$ cat config.mk
export PLATFORM = sky130hd
export DESIGN_NAME = io_bus_arbiter_flat
export DESIGN_NICKNAME = d
export VERILOG_FILES = /design/src/rtl/io_bus_arbiter_if.sv /design/src/rtl/io_bus_arbiter.sv /design/src/flat_wrapper.sv
export SDC_FILE = /design/constraint.sdc
export NUM_CORES = 1
export LEC_CHECK = 0
export ABC_CLOCK_PERIOD_IN_PS = 4300
export CELL_PAD_IN_SITES_DETAIL_PLACEMENT = 1
export CELL_PAD_IN_SITES_GLOBAL_PLACEMENT = 2
export CORE_UTILIZATION = 27
export DETAILED_ROUTE_END_ITERATION = 12
export GPL_TIMING_DRIVEN = 0
export PLACE_DENSITY_LB_ADDON = 0.1
export SYNTH_ARGS = -nofsm -noshare
export SYNTH_HDL_FRONTEND = slang
export SYNTH_SLANG_ARGS = --single-unit
$ cat constraint.sdc
create_clock -name clk -period 4.3 [get_ports clk]
set_clock_uncertainty 0.05 [all_clocks]
set_input_delay 0.645 -clock clk [delete_from_list [all_inputs] [get_ports clk]]
set_output_delay 0.645 -clock clk [all_outputs]
set_load 0.1 [all_outputs]
$ cat src/rtl/io_bus_arbiter_if.sv
// Per-master channel of the io register bus arbiter: request/write side from the
// master, grant/read-return side from the arbiter. One instance per master.
interface io_bus_arbiter_if;
    logic       req;
    logic       we;
    logic [7:0] addr;
    logic [7:0] wdata;
    logic       gnt;
    logic       rvalid;
    logic [7:0] rdata;

    modport master (
        output req, we, addr, wdata,
        input  gnt, rvalid, rdata
    );

    modport slave (
        input  req, we, addr, wdata,
        output gnt, rvalid, rdata
    );
endinterface

$ cat src/rtl/io_bus_arbiter.sv
// Two-master arbiter for the GPIO/counter-timer io register bus: one transaction at
// a time, single-cycle w_en/r_en strobes, registered read data routed to its owner.
module io_bus_arbiter #(
    parameter int unsigned READ_LATENCY   = 1,
    parameter bit          FIXED_PRIORITY = 1'b0
) (
    input  logic                  clk,
    input  logic                  rst,
    io_bus_arbiter_if.slave       m0,
    io_bus_arbiter_if.slave       m1,
    output logic [7:0]            s_address,
    output logic [7:0]            s_din,
    output logic                  s_w_en,
    output logic                  s_r_en,
    input  logic [7:0]            s_dout,
    output logic                  busy
);

    typedef enum logic [1:0] {
        IDLE,
        ISSUE,
        WAIT
    } state_e;

    // WAIT lasts READ_LATENCY cycles; the counter runs down to zero.
    localparam logic [2:0] WAIT_LAST = 3'(READ_LATENCY - 1);

    state_e     state_q;
    logic       last_grant_q;
    logic       owner_q;
    logic [7:0] addr_q;
    logic [7:0] din_q;
    logic       w_en_q;
    logic       r_en_q;
    logic [2:0] cnt_q;
    logic [1:0] gnt_q;
    logic [1:0] rvalid_q;
    logic [7:0] rdata0_q;
    logic [7:0] rdata1_q;

    logic       any_req_d;
    logic       grant_d;
    logic       win_we_d;
    logic [7:0] win_addr_d;
    logic [7:0] win_wdata_d;

    always_comb begin
        // NOTE: every combinational output gets a default first, so no path infers a latch.
        any_req_d   = m0.req | m1.req;
        grant_d     = 1'b0;
        if (m0.req && m1.req) begin
            grant_d = FIXED_PRIORITY ? 1'b0 : ~last_grant_q;
        end else if (m1.req) begin
            grant_d = 1'b1;
        end
        win_we_d    = grant_d ? m1.we    : m0.we;
        win_addr_d  = grant_d ? m1.addr  : m0.addr;
        win_wdata_d = grant_d ? m1.wdata : m0.wdata;
    end

    // NOTE: all state below updates with non-blocking assignments so every register
    // sees the pre-edge values of the others.
    always_ff @(posedge clk or posedge rst) begin
        if (rst) begin
            state_q      <= IDLE;
            last_grant_q <= 1'b1;
            owner_q      <= 1'b0;
            addr_q       <= '0;
            din_q        <= '0;
            w_en_q       <= 1'b0;
            r_en_q       <= 1'b0;
            cnt_q        <= '0;
            gnt_q        <= '0;
            rvalid_q     <= '0;
            rdata0_q     <= '0;
            rdata1_q     <= '0;
        end else begin
            gnt_q    <= '0;
            rvalid_q <= '0;
            w_en_q   <= 1'b0;
            r_en_q   <= 1'b0;
            case (state_q)
                IDLE: begin
                    if (any_req_d) begin
                        owner_q      <= grant_d;
                        last_grant_q <= grant_d;
                        addr_q       <= win_addr_d;
                        if (win_we_d) begin
                            din_q <= win_wdata_d;
                        end
                        gnt_q        <= grant_d ? 2'b10 : 2'b01;
                        w_en_q       <= win_we_d;
                        r_en_q       <= ~win_we_d;
                        state_q      <= ISSUE;
                    end
                end
                ISSUE: begin
                    // w_en_q still holds this transaction's direction here.
                    if (w_en_q) begin
                        state_q <= IDLE;
                    end else begin
                        cnt_q   <= WAIT_LAST;
                        state_q <= WAIT;
                    end
                end
                WAIT: begin
                    if (cnt_q == 3'd0) begin
                        if (owner_q) begin
                            rdata1_q <= s_dout;
                            rvalid_q <= 2'b10;
                        end else begin
                            rdata0_q <= s_dout;
                            rvalid_q <= 2'b01;
                        end
                        state_q <= IDLE;
                    end else begin
                        cnt_q <= cnt_q - 3'd1;
                    end
                end
                default: state_q <= IDLE;
            endcase
        end
    end

    assign m0.gnt    = gnt_q[0];
    assign m1.gnt    = gnt_q[1];
    assign m0.rvalid = rvalid_q[0];
    assign m1.rvalid = rvalid_q[1];
    assign m0.rdata  = rdata0_q;
    assign m1.rdata  = rdata1_q;

    assign s_address = addr_q;
    assign s_din     = din_q;
    assign s_w_en    = w_en_q;
    assign s_r_en    = r_en_q;
    assign busy      = (state_q != IDLE);

endmodule

$ cat src/flat_wrapper.sv
// flat-port wrapper written by rule: the top's interface ports become plain ports
module io_bus_arbiter_flat 
#(
    parameter int unsigned READ_LATENCY   = 1,
    parameter bit          FIXED_PRIORITY = 1'b0
)
  (clk, rst, s_address, s_din, s_w_en, s_r_en, s_dout, busy, m0_req, m0_we, m0_addr, m0_wdata, m0_gnt, m0_rvalid, m0_rdata, m1_req, m1_we, m1_addr, m1_wdata, m1_gnt, m1_rvalid, m1_rdata);
  io_bus_arbiter_if m0_i ();
  io_bus_arbiter_if m1_i ();
  input  logic clk;
  input  logic rst;
  output logic [7:0] s_address;
  output logic [7:0] s_din;
  output logic s_w_en;
  output logic s_r_en;
  input  logic [7:0] s_dout;
  output logic busy;
  input wire logic [$bits(m0_i.req)-1:0] m0_req;
  input wire logic [$bits(m0_i.we)-1:0] m0_we;
  input wire logic [$bits(m0_i.addr)-1:0] m0_addr;
  input wire logic [$bits(m0_i.wdata)-1:0] m0_wdata;
  output wire logic [$bits(m0_i.gnt)-1:0] m0_gnt;
  output wire logic [$bits(m0_i.rvalid)-1:0] m0_rvalid;
  output wire logic [$bits(m0_i.rdata)-1:0] m0_rdata;
  input wire logic [$bits(m1_i.req)-1:0] m1_req;
  input wire logic [$bits(m1_i.we)-1:0] m1_we;
  input wire logic [$bits(m1_i.addr)-1:0] m1_addr;
  input wire logic [$bits(m1_i.wdata)-1:0] m1_wdata;
  output wire logic [$bits(m1_i.gnt)-1:0] m1_gnt;
  output wire logic [$bits(m1_i.rvalid)-1:0] m1_rvalid;
  output wire logic [$bits(m1_i.rdata)-1:0] m1_rdata;
  assign m0_i.req = m0_req;
  assign m0_i.we = m0_we;
  assign m0_i.addr = m0_addr;
  assign m0_i.wdata = m0_wdata;
  assign m0_gnt = m0_i.gnt;
  assign m0_rvalid = m0_i.rvalid;
  assign m0_rdata = m0_i.rdata;
  assign m1_i.req = m1_req;
  assign m1_i.we = m1_we;
  assign m1_i.addr = m1_addr;
  assign m1_i.wdata = m1_wdata;
  assign m1_gnt = m1_i.gnt;
  assign m1_rvalid = m1_i.rvalid;
  assign m1_rdata = m1_i.rdata;
  io_bus_arbiter #(.READ_LATENCY(READ_LATENCY), .FIXED_PRIORITY(FIXED_PRIORITY)) u_core (.clk(clk), .rst(rst), .m0(m0_i), .m1(m1_i), .s_address(s_address), .s_din(s_din), .s_w_en(s_w_en), .s_r_en(s_r_en), .s_dout(s_dout), .busy(busy));
endmodule
==> qor.log <==
INFO  setup_path     critical_path.startpoint_type=register
INFO  timing         max_slew.worst_pin.slew=1.006ns
INFO  routing        dr.pass1.iters=2
INFO  timing         worst_hold_slack=0.4296ns
INFO  setup_path     criticalPathCategory=register to output port
INFO  routing        routed-via-count=1,614
INFO  placed_design  globalplace.congestion=0.6747
INFO  setup_path     timing.critical_path.fanout_max=10
INFO  setup_path     critPathSlowestCell=sky130_fd_sc_hd__clkdlybuf4s50_1
INFO  global_route   first_global_vias=1,642
INFO  synth          syn_inst=181
INFO  global_route   globalRoute.totalOverflow=0
INFO  die            core_area=6907um2
INFO  timing         setup_viol=0
INFO  synth          synth_seq_area_share=0.5724
INFO  synth          fraction_of_registers_with_async_set_reset=1.000
INFO  placed_design  dp_hpwl=3584um
INFO  clock_network  cts_tree=yes
INFO  timing         fin_setup_tns=0ns
INFO  worst_hold_path holdCritPathClass=register to register
INFO  synth          most_frequent_cell_after_synthesis=sky130_fd_sc_hd__dfrtp_1
INFO  die            pin_count=85
INFO  setup_path     critPathMaxStageDelay=1.13ns
INFO  clock_network  clk_path_buf_depth=2
INFO  clock_network  worstSkewPairLatency=0.31ns
INFO  clock_network  holdBufCountCts=0
INFO  setup_path     crit_chain=inv_1 > ha_1 > clkbuf_1 > inv_1 > clkdlybuf4s50_1
INFO  setup_path     critPathArrivalTime=2.48ns
INFO  die            start_util=0.2851
INFO  die            die-area=7640um2
INFO  clock_network  cts.root.buffer_cell=sky130_fd_sc_hd__clkbuf_8
INFO  timing         relSlewSlack=0.3274
INFO  worst_hold_path min_path_cells=2
INFO  synth          mappedNetlistArea=1969um2
INFO  synth          yosysUniqueCellTypes=29
INFO  finish         final_nets=324
INFO  clock_network  clkSlewWorstSetupHoldPaths=0.10ns
INFO  routing        drtAntennaViolNets=0
INFO  synth          synthesis.nets=232
INFO  routing        detail_route.wl_per_cell=12.92um
INFO  timing         final.min_clock_period=3.172ns
INFO  synth          syn_avg_cell_area=10.88um2
INFO  setup_path     rr_worst_depth=9
INFO  die            std_cell_rows=30
INFO  die            die_h=87.41um
INFO  setup_path     required_time_of_the_critical_path=3.61ns
INFO  routing        route.detailed.drc=0
INFO  run            max_cap_violations=0
INFO  finish         antennaDiodeCount=0
INFO  clock_network  clock_sinks=45
INFO  setup_path     crit_path_end_kind=output port
INFO  synth          synth.cells.most_frequent=sky130_fd_sc_hd__dfrtp_1 (44), sky130_fd_sc_hd__nand2_1 (38), sky130_fd_sc_hd__mux2i_1 (17), sky130_fd_sc_hd__a21oi_1 (10), sky130_fd_sc_hd__inv_1 (10)
INFO  setup_path     crit_top_cell=sky130_fd_sc_hd__inv_1
INFO  global_route   grt_antenna_before_repair=0
INFO  finish         drive_gt1_frac=0.09854
INFO  synth          ys_dominant_reg_cell=sky130_fd_sc_hd__dfrtp_1
INFO  routing        detail_route.wirelength=4780um
INFO  timing         grt_setup_unrepaired=no
INFO  timing         slew_viol_final=0
INFO  synth          synth-edff-count=0
INFO  clock_network  ctsResizeCount=0
INFO  timing         fmaxAchievable=315.3MHz
INFO  finish         area_growth_from_synthesis_to_layout=54.57%
INFO  synth          ys_warn_count=0
INFO  timing         period_share=0.7377
INFO  global_route   globalRouteTotalUtil=0.1373
INFO  clock_network  post_cts_buffers=0
INFO  placed_design  port_buffers=84
INFO  clock_network  cts_htree_levels=2
INFO  status         outcome=completed
INFO  clock_network  number_of_clock_buffers_inserted_by_tritoncts=5
INFO  routing        post_drt_via_cell_ratio=4.362
INFO  global_route   first_pass_grt_wire_length=7941um
INFO  synth          postSynthRegisterBits=45
INFO  synth          synth.area.top_cells=sky130_fd_sc_hd__dfrtp_1 (56%), sky130_fd_sc_hd__mux2i_1 (8.6%), sky130_fd_sc_hd__nand2_1 (7.2%)
INFO  routing        first_iter_violations=43
INFO  global_route   grt_max_degree=36
INFO  synth          synthDominantCellAreaShare=0.5591
INFO  timing         finalHoldViolations=0
INFO  die            x_dimension_of_the_die=87.41um
INFO  synth          synth_largest_area_cell=sky130_fd_sc_hd__dfrtp_1
INFO  finish         utilization_of_the_core_after_routing=0.4408
[layout make-up]
| class | count | area (um2) |
|---|---|---|
| clock buffer | 5 | 68.82 |
| buffer | 9 | 57.56 |
| inverter | 11 | 41.29 |
| tap | 96 | 120.1 |
| multi-input combinational | 116 | 743.2 |
| fill | 784 | 3862 |
| clock inverter | 3 | 25.02 |
| sequential | 45 | 1127 |
| timing repair buffer | 85 | 860.8 |
[cell usage in the layout, fill, tap and decap left out, types with 5 or more instances in the layout]
| cell type | count |
|---|---|
| sky130_fd_sc_hd__mux2i_1 | 17 |
| sky130_fd_sc_hd__inv_1 | 9 |
| sky130_fd_sc_hd__ha_1 | 5 |
| sky130_fd_sc_hd__o21ai_1 | 8 |
| sky130_fd_sc_hd__mux2_2 | 8 |
| sky130_fd_sc_hd__nand2_1 | 38 |
| sky130_fd_sc_hd__clkdlybuf4s50_1 | 84 |
| sky130_fd_sc_hd__a31oi_1 | 9 |
| sky130_fd_sc_hd__a21oi_1 | 10 |
| sky130_fd_sc_hd__clkbuf_8 | 5 |
| sky130_fd_sc_hd__dfrtp_1 | 44 |
[logic make-up after synthesis]
logic type / share of synthesized area
fa+ha+maj: 0.03177
compound gates: 0.1150
buf+inv: 0.05018
simple gates: 0.09848
mux: 0.1321
flops: 0.5724
[stage by stage]
step                worst slack, ns  instances  instance area (um2)
floorplan                     2.184        181                 1969
global placement              1.436        361                 2930
detailed placement            1.468        362                 2950
CTS                           1.100        370                 3044
global route                 0.9804        370                 3044
finish                        1.128        370                 3044
[critical path, delay by kind of cell (launching register included)]
| kind | cells | cell delay, ns |
|---|---|---|
| buffers and inverters | 4 | 1.55 |
| flip-flops | 1 | 0.36 |
| adder cells (fa/ha/maj) | 1 | 0.25 |
[final timing paths]
check	start	end	slack (ns)
setup reg to reg	u_core.cnt_q[0]$_DFFE_PP0P_	u_core.m0.rdata[3]$_DFFE_PP0P_	2.41
hold reg to reg	u_core.m0.rdata[2]$_DFFE_PP0P_	u_core.m0.rdata[2]$_DFFE_PP0P_	0.43
max in group asynchronous	rst	u_core.gnt_q[0]$_DFF_PP0_	3.19
min in group asynchronous	rst	u_core.s_din[0]$_DFFE_PP0P_	0.53
hold / removal	u_core.m0.rdata[2]$_DFFE_PP0P_	u_core.m0.rdata[2]$_DFFE_PP0P_	0.43
setup / recovery	u_core.state_q[0]$_DFFE_PP0P_	busy	1.13
[routing by layer]
metal  track usage  wire length [um]
met5             0                 0
met3       0.03981               313
met2        0.2195              2236
met4       0.04918                63
met1        0.1766              2165
[sequential cells by signal (all words and copies together) (netlist names)]
name and count:
u_core.s_r_en 1, u_core.state_q 2, u_core.rvalid_q 2, u_core.s_address 8, u_core.last_grant_q 1, u_core.gnt_q 2
u_core.s_w_en 1, u_core.cnt_q 3, u_core.m0.rdata 8, u_core.s_din 8, u_core.m1.rdata 8, u_core.owner_q 1
Power is not shown: default switching activity piles up to over one toggle a cycle in this logic, so the estimate is an artifact.
